**src/rtl/muldiv_pkg.sv**
```systemverilog
// muldiv_pkg: op encodings, FSM states and sign helper for the iterative multiply/divide unit.
package muldiv_pkg;
   localparam logic [1:0] OP_MULT  = 2'b00;
   localparam logic [1:0] OP_MULTU = 2'b01;
   localparam logic [1:0] OP_DIV   = 2'b10;
   localparam logic [1:0] OP_DIVU  = 2'b11;
   localparam int NEG_W = 128;
   typedef enum logic [1:0] {IDLE, RUN, FIXUP, DONE} state_t;
   function automatic logic [NEG_W-1:0] neg_if(input logic [NEG_W-1:0] value, input logic flag);
      return flag ? -value : value;
   endfunction
endpackage

```
**src/rtl/muldiv_iter.sv**
```systemverilog
// muldiv_iter: one shift-add multiply step or one restoring-divide step on the accumulator.
module muldiv_iter #(
   parameter int WIDTH = 32
) (
   input  logic               i_is_div,
   input  logic [2*WIDTH-1:0] i_acc,
   input  logic [WIDTH-1:0]   i_b,
   output logic [2*WIDTH-1:0] o_acc
);
   logic [WIDTH:0]   w_sum;
   logic [WIDTH:0]   w_part;
   logic [WIDTH-1:0] w_diff;
   logic             w_ge;
   always_comb begin
      w_sum  = {1'b0, i_acc[2*WIDTH-1:WIDTH]} + (i_acc[0] ? {1'b0, i_b} : '0);
      w_part = {i_acc[2*WIDTH-1:WIDTH], i_acc[WIDTH-1]};
      w_ge   = w_part >= {1'b0, i_b};
      w_diff = WIDTH'(w_part - {1'b0, i_b});
      o_acc  = !i_is_div ? {w_sum, i_acc[WIDTH-1:1]} :
               w_ge      ? {w_diff, i_acc[WIDTH-2:0], 1'b1} :
                           {w_part[WIDTH-1:0], i_acc[WIDTH-2:0], 1'b0};
   end
endmodule

```
**src/rtl/muldiv_unit.sv**
```systemverilog
// muldiv_unit: iterative MULT/MULTU/DIV/DIVU on operand magnitudes, signs fixed up at the end.
module muldiv_unit
   import muldiv_pkg::*;
#(
   parameter int WIDTH = 32
) (
   input  logic             CLK,
   input  logic             reset,
   input  logic             start,
   input  logic             flush,
   input  logic [1:0]       op,
   input  logic [WIDTH-1:0] a,
   input  logic [WIDTH-1:0] b,
   output logic             busy,
   output logic             done,
   output logic [WIDTH-1:0] hi,
   output logic [WIDTH-1:0] lo,
   output logic             div_by_zero
);
   localparam int CNT_W = $clog2(WIDTH) + 1;
   state_t             r_state;
   logic [CNT_W-1:0]   r_cnt;
   logic [2*WIDTH-1:0] r_acc;
   logic [WIDTH-1:0]   r_b;
   logic               r_div, r_neg_lo, r_neg_hi, r_dbz;
   logic [WIDTH-1:0]   r_hi, r_lo;
   logic               r_dbz_out;
   logic [2*WIDTH-1:0] w_next, w_prod;
   logic [WIDTH-1:0]   w_abs_a, w_abs_b, w_q, w_r;
   logic               w_sgn, w_accept;

   muldiv_iter #(.WIDTH(WIDTH)) u_iter (
      .i_is_div(r_div),
      .i_acc   (r_acc),
      .i_b     (r_b),
      .o_acc   (w_next)
   );

   // Divide-by-zero quotient is forced to all ones; the remainder path already yields the original a.
   always_comb begin
      w_sgn    = ~op[0];
      w_abs_a  = (w_sgn && a[WIDTH-1]) ? -a : a;
      w_abs_b  = (w_sgn && b[WIDTH-1]) ? -b : b;
      w_accept = start && !flush && (r_state == IDLE || r_state == DONE);
      w_prod   = (2*WIDTH)'(neg_if(NEG_W'(r_acc), r_neg_lo));
      w_q      = r_dbz ? '1 : WIDTH'(neg_if(NEG_W'(r_acc[WIDTH-1:0]), r_neg_lo));
      w_r      = WIDTH'(neg_if(NEG_W'(r_acc[2*WIDTH-1:WIDTH]), r_neg_hi));
   end

   always_ff @(posedge CLK) begin
      if (reset) begin
         r_state   <= IDLE;
         r_cnt     <= '0;
         r_acc     <= '0;
         r_b       <= '0;
         r_div     <= 1'b0;
         r_neg_lo  <= 1'b0;
         r_neg_hi  <= 1'b0;
         r_dbz     <= 1'b0;
         r_hi      <= '0;
         r_lo      <= '0;
         r_dbz_out <= 1'b0;
      end else if (flush) begin
         r_state <= IDLE;
      end else if (w_accept) begin
         r_state  <= RUN;
         r_cnt    <= CNT_W'(WIDTH);
         r_div    <= op[1];
         r_acc    <= {{WIDTH{1'b0}}, op[1] ? w_abs_a : w_abs_b};
         r_b      <= op[1] ? w_abs_b : w_abs_a;
         r_neg_lo <= w_sgn & (a[WIDTH-1] ^ b[WIDTH-1]);
         r_neg_hi <= w_sgn & op[1] & a[WIDTH-1];
         r_dbz    <= op[1] & (b == '0);
      end else if (r_state == RUN) begin
         r_acc <= w_next;
         r_cnt <= r_cnt - CNT_W'(1);
         if (r_cnt == CNT_W'(1)) r_state <= FIXUP;
      end else if (r_state == FIXUP) begin
         r_hi      <= r_div ? w_r : w_prod[2*WIDTH-1:WIDTH];
         r_lo      <= r_div ? w_q : w_prod[WIDTH-1:0];
         r_dbz_out <= r_dbz;
         r_state   <= DONE;
      end else if (r_state == DONE) begin
         r_state <= IDLE;
      end
   end

   assign busy        = (r_state == RUN) || (r_state == FIXUP);
   assign done        = (r_state == DONE);
   assign hi          = r_hi;
   assign lo          = r_lo;
   assign div_by_zero = r_dbz_out;
endmodule
```
**config.mk**
```make
export PLATFORM = sky130hd
export DESIGN_NAME = muldiv_unit
export DESIGN_NICKNAME = d
export VERILOG_FILES = /design/src/rtl/muldiv_pkg.sv /design/src/rtl/muldiv_iter.sv /design/src/rtl/muldiv_unit.sv
export SDC_FILE = /design/constraint.sdc
export NUM_CORES = 1
export LEC_CHECK = 0
export CORE_ASPECT_RATIO = 0.5
export CORE_UTILIZATION = 50
export DETAILED_ROUTE_END_ITERATION = 10
export PLACE_DENSITY = 0.71
export SLEW_MARGIN = 20
export SYNTH_ARGS = -nofsm -noshare
export SYNTH_HDL_FRONTEND = slang
export SYNTH_HIERARCHICAL = 1
export SYNTH_SLANG_ARGS = --single-unit
export TNS_END_PERCENT = 20
```
**constraint.sdc**
```tcl
create_clock -name CLK -period 4 [get_ports CLK]
set_input_delay 1.2 -clock CLK [delete_from_list [all_inputs] [get_ports CLK]]
set_output_delay 1.2 -clock CLK [all_outputs]
set_load 0.005 [all_outputs]
```
# Yosys cells after proc, flatten, opt, wreduce, memory -nomap -nowiden
# Cells that the tools add are included.
dict set report totals {
  reg_bits 173
  latch_bits 0
  ramBits 0
  rom_bits 0
  input_bits 70
  out_inout_bits 67
  wordCells 77
  n_memories 0
}
dict set report classes {
  addsub 8
  n_mul 0
  n_div 0
  magnitude_cmp 1
  eq_ne 6
  n_shift 0
  n_mux 22
  bitwise_logic 9
  n_reduce_logical 19
}
# op count
set op_table {}
lappend op_table {{32-bit 2-to-1 mux} 10}
lappend op_table {{64-bit 2-to-1 mux} 5}
lappend op_table {{32-bit negation} 4}
lappend op_table {{64-bit negation} 1}
lappend op_table {{32-bit by 32-bit adder with 33-bit output} 1}
lappend op_table {{33-bit by 32-bit greater-or-equal comparator with 1-bit output} 1}
lappend op_table {{32-bit zero test} 1}
lappend op_table {{32-bit subtractor} 1}
lappend op_table {{6-bit 2-to-1 mux} 2}
lappend op_table {{2-bit 2-to-1 mux} 4}
lappend op_table {{2-bit AND reduction} 4}
lappend op_table {{6-bit by 1-bit == test with 1-bit output, second input constant} 1}
lappend op_table {{6-bit by 1-bit subtractor with 6-bit output, second input constant} 1}
lappend op_table {{1-bit bitwise AND} 4}
lappend op_table {{2-bit == test, second input constant} 2}
lappend op_table {{1-bit logical AND} 4}
lappend op_table {{1-bit NOT} 4}
lappend op_table {{4-bit AND reduction} 1}
lappend op_table {{4-bit nonzero test} 1}
lappend op_table {{3-bit by 2-bit != test with 1-bit output, second input constant} 1}
lappend op_table {{3-bit nonzero test} 1}
lappend op_table {{3-bit OR reduction} 1}
lappend op_table {{2-bit by 1-bit == test with 1-bit output, second input constant} 1}
lappend op_table {{2-bit zero test} 1}
lappend op_table {{other kinds (7)} 8}

# Logic depth before layout (Yosys ltp)
dict set report logic_depth {
  word_depth 5
  depth_mapped 15
  ltp_nobuf 14
}

# Cells and area by module
# The synthesis kept the hierarchy.
# module instances cells_per_inst area_per_inst_um2 seq_area_each_um2
set by_module_without_submodules {}
lappend by_module_without_submodules {muldiv_unit 1 1338 10373.7 3463.3}
lappend by_module_without_submodules {muldiv_iter 1 685 4764.6 0.0}

# Worst setup path before layout
# Ideal clock, no wire load.
dict set report synth_timing {
  path_type {input to register}
  start {input port b[0]}
  end {register r_b[26]}
  setup_time_ns 0.117
  t_arrival_ns 3.097
  required_ns 3.883
  path_slack_ns 0.786
  path_stages 8
  path_buffers 0
  path_cell_list {inv_1 > ha_1 > nor4b_1 > nand4_1 > o41ai_1 > xor2_1 > mux2i_1 > a22o_1}
}
dict set report synth_between {
  elab_chain_cells 3
}
# element line_no
set synth_rtl {}
lappend synth_rtl {{start: declaration} muldiv_unit.sv:13} ;# input logic [WIDTH-1:0] b,
lappend synth_rtl {{32-bit negation} muldiv_unit.sv:43} ;# w_abs_b = (w_sgn && b[WIDTH-1]) ? -b : b;
lappend synth_rtl {{32-bit 2-to-1 mux} muldiv_unit.sv:43}
lappend synth_rtl {{32-bit 2-to-1 mux} muldiv_unit.sv:70} ;# r_b <= op[1] ? w_abs_b : w_abs_a;
lappend synth_rtl {{end signal: assignment} muldiv_unit.sv:70}
lappend synth_rtl {{end: declaration} muldiv_unit.sv:24} ;# logic [WIDTH-1:0] r_b;
# Every way passes these cells.
# A chain may end at the register's enable or synchronous reset.

# Final worst setup path
dict set report layout_timing {
  start {register r_acc[33]}
  end {register r_acc[36]}
}
dict set report layout_between {
  elab_chain_cells 5
  elab_cells_between_ends 7
  cone_classes {2 x add/sub; 1 x order compare; 4 x mux}
}
# element line_no
set layout_rtl {}
lappend layout_rtl {{start: declaration} muldiv_unit.sv:23} ;# logic [2*WIDTH-1:0] r_acc;
lappend layout_rtl {{start signal: assignment} muldiv_unit.sv:69} ;# r_acc <= {{WIDTH{1'b0}}, op[1] ? w_abs_a : w_abs_b};
lappend layout_rtl {{start signal: assignment} muldiv_unit.sv:75} ;# r_acc <= w_next;
lappend layout_rtl {{32-bit subtractor / 33-bit by 32-bit greater-or-equal comparator with 1-bit output (equally long branches)} {muldiv_iter.sv:18, muldiv_iter.sv:17}}
lappend layout_rtl {{64-bit 2-to-1 mux} muldiv_iter.sv:20} ;# w_ge ? {w_diff, i_acc[WIDTH-2:0], 1'b1} :
lappend layout_rtl {{64-bit 2-to-1 mux (*)} muldiv_iter.sv:19} ;# o_acc = !i_is_div ? {w_sum, i_acc[WIDTH-1:1]} :
lappend layout_rtl {{via w_next[36]} muldiv_unit.sv:28} ;# logic [2*WIDTH-1:0] w_next, w_prod;
lappend layout_rtl {{64-bit 2-to-1 mux (*)} muldiv_unit.sv:74} ;# end else if (r_state == RUN) begin
lappend layout_rtl {{64-bit 2-to-1 mux (*)} muldiv_unit.sv:65} ;# end else if (w_accept) begin
# Mark *: on every way through the listed nets, which the timed path passes. The rest lies on a longest branch. The select of a mux whose other input is x is not followed.

==> run metrics <==
VDD IR max=381.3 µV; status=complete, no violations; wire per inst=22.69 µm; clock share of power=0.341; top-count cell post-synth=a21oi_1; Cells after Synth=2,023; Vias per Instance=6.496; Power Total=5.540 mW; synth cell count leaders=204 x a21oi_1, 176 x nand2_1, 173 x dfxtp_1; initial antenna violation count=4; via count=16,720; GRT overflow=0; Site Rows=44; chip width=248.1 µm; worst slew pin tran=1.020 ns; CP Launch Type=register; final RePlAce weighted congestion=1.025; Switch Pwr=2.061 mW; Num CTS Buffers=17; fmax=271.8 MHz; die height=125.0 µm; max-capacitance violation count=0; setup TNS=0 ns; core footprint=29,400 µm²; Final Skew=0.01707 ns; top-level I/O count=137; ys async rst share=0; Net Sw Frac=0.3720; largest family of logic cells by synthesized area=compound AO/OA/AOI/OAI gates; pin count of the biggest net entering global routing=94; Flop pwr share=0.342; Most used DFF post-synth=dfxtp_1; Final period util=0.9198; first-pass GRT wire length=88,770 µm; Synth Net Count=2,171; Clock H-tree levels=4; Final min period=3.679 ns; Max Slew Vio Count=0; Yosys warnings=6; crit path capture type=register; register bit count reported by yosys=173; post-synth cell types=90; drt pass-1 iters=6; CTS tree=yes; CTS sink count=173; number of synthesized flops with an enable pin=0; Hold Buf Count CTS=0; total track usage=0.3720; hold path start=hi[29]; syn_area_per_cell=7.483 µm²; Comb power frac=0.317; number of fill cells=2,831; post-synthesis adder-cell area fraction=0.06546; mux cell area share after synthesis=0.05810; Finished Layout Cells=2,574; Crit Path Max Fanout=13; register area=3467 µm²; final antenna-violating net count=0; drt total wl=58,410 µm; Placed Cells incl. Taps=2,539; I/O Buffers=136; Crit path arrival time=4.01 ns; clk buf depth=2; area of the multi-input gates=10,960 µm²; Root Buffer=clkbuf_16; vias in the first global route=14,940; post-DP HPWL=45,110 µm; clk_lat worst skew=0.46 ns; PwrDens=306.7 nW/µm²; worst min-delay path class=reg2reg; Clock Pin Slew Worst Setup and Hold Paths=0.08 ns; CTS-repair resized insts=0; internal power=3.479 mW; 1st-iter DRT viols=2,071; sequential-to-total area share from yosys stat=0.2288; Starting Density=0.5149; Area Growth Syn to Fin=19.32%; Synth area leaders=dfxtp_1 23%, a21oi_1 6.7%, ha_1 6.3%; Final Hold Fails=0; leakage=7.209 nW; RSZ-0062 raised after global routing=no; WHS Path Cells=2; Final setup viols=0; Worst R2R Start=r_acc[33]; Worst Hold Path EP=hi[29]; Rel. slew slack=0.3175; r2r worst-path depth=13; Post-CTS Setup Inserts=0; post-synth top area cell=dfxtp_1; Post-Synth Simple-Gate Area=0.2199; Post-Synth XOR/XNOR Area=0.09083; die footprint=31,020 µm²; FF-to-FF End=r_acc[36]; Post-Syn Area=15,140 µm²; fraction of layout cells with a size suffix above 1=0.09908; reg-to-reg slack, setup=0.32 ns; Compound-Gate Fraction of Synth Area=0.2874; residual DRC count=0; CP Class=reg2reg; Synth top area share=0.2288; Layout Nets=2,315; required time of the critical path=4.33 ns
-- through the flow --
stage	cell area, µm²	hold slack [ns]	setup WS, ns	util
3_5_place_dp	17390	0.4461	0.2120	0.5915
4_1_cts	18060	0.4670	0.3754	0.6142
2_1_floorplan	15140	0.4392	0.7858	-
3_3_place_gp	17390	0.4427	0.1931	0.5915
5_1_grt	18060	0.5056	0.1333	0.6142
6_report	18060	0.4598	0.3207	0.6144
-- flip-flops by register name, summed over array words and instances, names as in the netlist --
signal       cells
r_cnt            6
r_state          2
hi              32
r_dbz            1
lo              32
r_neg_hi         1
r_acc           64
div_by_zero      1
r_b             32
r_div            1
r_neg_lo         1
-- worst max-delay path by stage --
stage               slack (ns)         to       from  depth (start not counted)
finish                    0.32  r_acc[36]  r_acc[33]                         13
global route              0.13  r_acc[55]   r_acc[0]                         14
CTS                       0.38  r_acc[61]   r_acc[0]                         14
detailed placement        0.21    r_b[30]       b[0]                         10
global placement          0.19    r_b[30]       b[0]                         10
floorplan                 0.79    r_b[26]       b[0]                          8
-- power groups by stage --
stage / logic [mW] / registers [mW] / clock network (mW)
6_report: 1.75 / 1.89 / 1.89
2_1_floorplan: 1.14 / 1.88 / 0
3_5_place_dp: 1.68 / 1.93 / 0
3_3_place_gp: 1.69 / 1.93 / 0
4_1_cts: 1.70 / 1.89 / 1.91
5_1_grt: 1.87 / 1.90 / 1.98
-- critical path, stage by stage (launching register included) --
cell	delay, ns
dfxtp_1	0.69
ha_1	0.33
and3b_1	0.26
o21a_1	0.18
o21a_1	0.13
o31ai_1	0.08
buf_4	0.16
a21oi_2	0.37
a21o_1	0.46
buf_4	0.35
mux2i_1	0.27
a21oi_1	0.10
nand3_1	0.09
a21oi_1	0.06
-- final cells by class --
cell class              instances  area share
clock inverters                14     0.01191
well taps                     391     0.02708
flip-flops and latches        173      0.1919
multi-input cells            1657      0.6066
inverters                      74     0.01538
clock buffers                  18     0.02494
diodes                          3   0.0004156
repair buffers                244      0.1218
-- cell usage in the layout (no fill, tap or decap), types with 53 or more instances in the layout --
master / n
ha_1: 76
buf_4: 105
clkdlybuf4s50_1: 134
mux2i_1: 53
dfxtp_1: 172
nor2_1: 143
nor3_1: 53
a21oi_1: 203
nand2_1: 175
xor2_1: 82
o21ai_0: 131
xnor2_1: 75
nand3_1: 73
inv_1: 73
-- per-layer routing --
layer	part of all wire	wire, µm	GRT usage	up-vias
met2	0.41	23730	0.5289	822
met1	0.46	26890	0.5483	7988
li1	-	-	-	7825
met5	0	0	0	-
met4	0.020	1177	0.08769	0
met3	0.11	6617	0.1015	86
-- kinds of logic (layout without fill, tap and decap cells) --
logic type                 Yosys count  after routing
adders and majority gates           78             78
xor gates and xnor gates           157            157
buffers and inverters              193            350
and+or+nand+nor                    668            668
muxes                               84             84
DFF                                173            173
AOI/OAI and AO/OA                  670            670
other                                0              3
No activity file was read; power rests on OpenSTA's default activity.
